<file path="config.mk">
export PLATFORM = sky130hd
export DESIGN_NAME = pipelined_barrel_shifter
export DESIGN_NICKNAME = d
export VERILOG_FILES = /design/src/rtl/pipelined_barrel_shifter.sv
export SDC_FILE = /design/constraint.sdc
export NUM_CORES = 1
export LEC_CHECK = 0
export BUFFER_PORTS_ARGS = -buffer_cell sky130_fd_sc_hd__buf_2
export CAP_MARGIN = 10
export CORE_MARGIN = 2
export CORE_UTILIZATION = 53
export CTS_BUF_LIST = sky130_fd_sc_hd__clkbuf_16
export DETAILED_ROUTE_END_ITERATION = 10
export PLACE_DENSITY_LB_ADDON = 0.1
export RECOVER_POWER = 50
export SYNTH_ARGS = -nofsm -noshare
export SYNTH_HDL_FRONTEND = slang
export SYNTH_SLANG_ARGS = --single-unit
</file>
<file path="constraint.sdc">
create_clock -name clock -period 3.9 [get_ports clock]
set_input_delay 1.17 -clock clock [delete_from_list [all_inputs] [get_ports clock]]
set_output_delay 1.17 -clock clock [all_outputs]
set_load 0.1 [all_outputs]
</file>
<file path="src/rtl/pipelined_barrel_shifter.sv">
// pipelined_barrel_shifter: log2(WIDTH)-stage SLL/SRL/SRA/ROR shifter with valid/ready handshake
module pipelined_barrel_shifter #(
   parameter int WIDTH = 32,
   parameter int TAG_W = 4,
   localparam int SHAMT_W = $clog2(WIDTH)
) (
   input  logic               clock,
   input  logic               reset,
   input  logic               in_valid,
   output logic               in_ready,
   input  logic [WIDTH-1:0]   in_data,
   input  logic [SHAMT_W-1:0] in_shamt,
   input  logic [1:0]         in_mode,
   input  logic [TAG_W-1:0]   in_tag,
   output logic               out_valid,
   input  logic               out_ready,
   output logic [WIDTH-1:0]   out_data,
   output logic [TAG_W-1:0]   out_tag
);
   logic adv;
   assign adv = !out_valid || out_ready;
   assign in_ready = adv;
   for (genvar k = 0; k < SHAMT_W; k++) begin : g_st
      localparam int S = 1 << k;
      logic [WIDTH-1:0] di, nd, dq;
      logic [SHAMT_W-1:k] si;
      logic [1:0] mi;
      logic xi, vi, vq;
      logic [TAG_W-1:0] ti, tq;
      if (k == 0) begin : g_in
         assign di = in_data;
         assign si = in_shamt;
         assign mi = in_mode;
         assign xi = in_data[WIDTH-1];
         assign ti = in_tag;
         assign vi = in_valid;
      end else begin : g_in
         assign di = g_st[k-1].dq;
         assign si = g_st[k-1].g_fwd.sq;
         assign mi = g_st[k-1].g_fwd.mq;
         assign xi = g_st[k-1].g_fwd.xq;
         assign ti = g_st[k-1].tq;
         assign vi = g_st[k-1].vq;
      end
      // shift by 2^k in the operation's mode when this stage's shamt bit is set
      always_comb
         nd = !si[k] ? di :
              mi == 2'd0 ? di << S :
              mi == 2'd1 ? di >> S :
              mi == 2'd2 ? {{S{xi}}, di[WIDTH-1:S]} :
                           {di[S-1:0], di[WIDTH-1:S]};
      // data, tag and valid advance together; reset flushes in-flight operations
      always_ff @(posedge clock)
         if (reset) begin
            dq <= '0;
            tq <= '0;
            vq <= 1'b0;
         end else if (adv) begin
            dq <= nd;
            tq <= ti;
            vq <= vi;
         end
      if (k < SHAMT_W - 1) begin : g_fwd
         logic [SHAMT_W-1:k+1] sq;
         logic [1:0] mq;
         logic xq;
         // carry unconsumed shamt bits, mode and sign fill to the next stage
         always_ff @(posedge clock)
            if (reset) begin
               sq <= '0;
               mq <= '0;
               xq <= 1'b0;
            end else if (adv) begin
               sq <= si[SHAMT_W-1:k+1];
               mq <= mi;
               xq <= xi;
            end
      end
   end
   assign out_valid = g_st[SHAMT_W-1].vq;
   assign out_data  = g_st[SHAMT_W-1].dq;
   assign out_tag   = g_st[SHAMT_W-1].tq;
endmodule

</file>
==> results.py <==
metrics = {
    "sta": {
        "drv_slew": 264,
        "hold_viol": 0,
        "setup_viol": 0,
        "rsz0062_at_grt": "no",
        "tightest_slew_ns": 1.92,
        "fin_crit_sh_pct": 85.0,
        "min_period_ns": 3.31,
        "fin_worst_skew_ns": 0.0135,
        "max_slew_margin_pct": -27.9,
        "max_clock_freq_mhz": 302,
        "final.setup.tns_ns": 0,
    },
    "setup_path": {
        "worst-path-max-fanout": 33,
        "cp-start-kind": "input port",
        "crit_buf_inv": 3,
        "worst-r2r-cell-count": 4,
        "critPathMaxStageDelay_ns": 0.52,
        "cp_common_cell": "buf_2",
        "cp-endpoint": "in_ready",
        "crit_chain": "buf_2, nor2b_1, inv_4, buf_2",
        "required_ns": 2.73,
        "r2r_end": "out_data[6]",
        "reg2reg_slack_ns": 1.13,
        "r2r_start": "out_valid",
        "startpoint": "out_ready",
        "path_class": "in2out",
        "cpMaxStageDelayCell": "buf_2",
        "cp.depth": 4,
        "end_kind": "output pin",
        "worst_path_dominant_cell_family": "buffers and inverters",
        "crit_arrival_ns": 2.14,
    },
    "run": {
        "maxCapViolations": 2,
    },
    "synth": {
        "synth_compound_area_share_pct": 31.1,
        "synth_simple_gate_area_share_pct": 20.7,
        "syn_nets": 1394,
        "ys.flop_type": "dfxtp_1",
        "synth-xor-area-share_pct": 0,
        "ys_top_cells_by_area": "dfxtp_1, a311o_1, nand2_1",
        "syn_avg_cell_area_um2": 8.15,
        "ys.warnings.count": 0,
        "synthMuxAreaShare_pct": 3.18,
        "synth_top_area_share_pct": 37.8,
        "syn_area_um2": 11000,
        "yosysTopAreaCell": "dfxtp_1",
        "ys_ff_latch": 207,
        "ys_seq_area_share_pct": 37.8,
        "syn-instance-count": 1347,
        "ys_async_sr_fraction_pct": 0,
        "synth_edf_count": 0,
        "synth_top_family_by_area": "compound AO/OA/AOI/OAI gates",
        "synth_fa_ha_area_share_pct": 0,
        "synth_cell_type_count": 35,
    },
    "die": {
        "num_rows": 52,
        "die_h_um": 148,
        "core_area_um2": 20300,
        "start_util_pct": 54.1,
        "io_pins": 85,
        "die_w_um": 148,
        "die_area_um2": 21900,
    },
    "finish": {
        "fin_nets": 1367,
        "fillCellCount": 1966,
        "layout_commonest_cell": "dfxtp_1",
        "antenna_cells": 0,
        "final_util_pct": 58.6,
        "layout_common_cells": "dfxtp_1, nand2_1, o21ai_0",
        "drive_gt1_share_pct": 10.6,
        "syn_to_final_growth_pct": 8.30,
    },
    "clock_tree": {
        "numCtsBuffers": 23,
        "cts_hold_buf": 0,
        "clk_latency_ns": 0.53,
        "postCtsSetupBuffers": 0,
        "cts_tree": "built",
        "clockBufferDepth": 3,
        "post_cts_resized": 0,
        "h-tree-depth": 1,
        "clock_sinks": 207,
        "path_clk_slew_ns": 0.05,
        "cts_root_buf": "clkbuf_16",
    },
    "detailed_routing": {
        "firstDrtPassIters": 5,
        "dr_total_vias": 9922,
        "routed_wl_um": 28200,
        "drc_errors": 0,
        "first_iter_violations": 821,
        "wl_per_cell_um": 17.6,
        "ant_nets": 0,
        "vias_per_cell": 6.18,
    },
    "pwr": {
        "p_leak_nw": 4.24,
        "p_per_area_nw_per_um2": 424,
        "vdd_ir_drop_max_mv": 0.399,
    },
    "global_routing": {
        "grt_remaining_overflow": 0,
        "grt_use_total_pct": 25.1,
        "first_global_vias": 8494,
        "grt_pass1_wl_um": 45800,
        "grt_max_degree": 167,
        "antenna_found_initial": 0,
    },
    "hold_path": {
        "min_path_cells": 2,
        "hp-class": "reg2reg",
    },
    "place": {
        "portBuffers": 84,
        "gp_congestion": 0.815,
        "dp_hpwl_um": 18000,
    },
    "status": {
        "violations": "capacitance limit, slew limit",
        "status": "finished, violations left",
    },
}
-- through the flow --
step	hold WS (ns)	instance area (um2)	worst slack, ns	power [mW]	std cells
after global placement	0.438	11200	0.573	3.00	1565
after floorplan	0.432	11000	0.186	2.85	1347
after detailed placement	0.441	11200	0.575	3.01	1565
after global routing	0.466	11900	0.527	5.26	1605
final	0.447	11900	0.586	5.05	1605
after CTS	0.448	11900	0.570	5.09	1605
-- how the worst min path moves through the flow --
stage | start | end | slack [ns]
final | out_tag[1] | out_tag[1] | 0.45
after global routing | g_st[3].tq[0] | g_st[3].tq[0] | 0.47
after CTS | out_tag[0] | out_tag[0] | 0.45
after detailed placement | out_tag[0] | out_tag[0] | 0.44
after global placement | out_tag[1] | out_tag[1] | 0.44
after floorplan | g_st[0].g_fwd.sq[2] | g_st[0].g_fwd.sq[2] | 0.43
-- cell families after synthesis --
group,Yosys count
AO/OA/AOI/OAI,502
buffers and inverters,170
flip-flops,207
multiplexers,31
AND/OR/NAND/NOR,437
-- power breakdown --
| part | leakage, nW | internal [mW] | switching, mW |
|---|---|---|---|
| clock network | 0.373 | 1.20 | 0.873 |
| registers | 1.70 | 2.23 | 0.129 |
| logic | 2.16 | 0.238 | 0.368 |
-- metal layers --
metal	track usage (%)	vias up	part of all wire (%)
met5	0	-	0
met4	6.43	0	2.0
met3	2.62	33	4.9
met2	41.5	262	48
met1	35.3	4683	45
li1	-	4944	-
-- state kept, by name, summed over array words and instances, names as in the netlist --
name           count
g_st.dq          128
g_st.g_fwd.sq     10
out_data          32
g_st.g_fwd.mq      8
out_tag            4
g_st.vq            4
g_st.g_fwd.xq      4
g_st.tq           16
out_valid          1
-- synthesized netlist by cell type, types with 2 or more instances --
| master | n |
|---|---|
| buf_1 | 4 |
| o21a_1 | 23 |
| or3_1 | 2 |
| dfxtp_1 | 207 |
| clkbuf_1 | 98 |
| nor2_1 | 103 |
| mux2_1 | 31 |
| inv_1 | 6 |
| buf_6 | 10 |
| or3b_1 | 68 |
| a311oi_1 | 3 |
| a221oi_1 | 47 |
| a211oi_1 | 38 |
| buf_2 | 41 |
| a2bb2oi_1 | 10 |
| o21ai_0 | 120 |
| nor3_1 | 18 |
| nand3b_1 | 60 |
| and2_1 | 2 |
| o21ai_1 | 13 |
| inv_2 | 4 |
| o311a_1 | 5 |
| o31ai_1 | 60 |
| buf_4 | 5 |
| a311o_1 | 68 |
| a21oi_1 | 114 |
| nor3b_1 | 6 |
| nand2_1 | 174 |
-- worst reg2reg max path: cells and delay by family, from the launching register on --
kind	cells	cell delay [ns]
compound gates	1	0.42
flops	1	0.32
simple gates	2	0.53
buf+inv	1	1.41
-- area by class of cell --
cell class / instances / area [um2] / area share (%)
repair buffers: 108 / 624 / 5.25
clock inverters: 17 / 136 / 1.15
multi-input cells: 970 / 6030 / 50.7
flip-flops and latches: 207 / 4140 / 34.9
well taps: 270 / 338 / 2.84
inverters: 10 / 40.0 / 0.337
clock buffers: 23 / 576 / 4.84
Note: power is estimated with default switching activity, not from simulation.
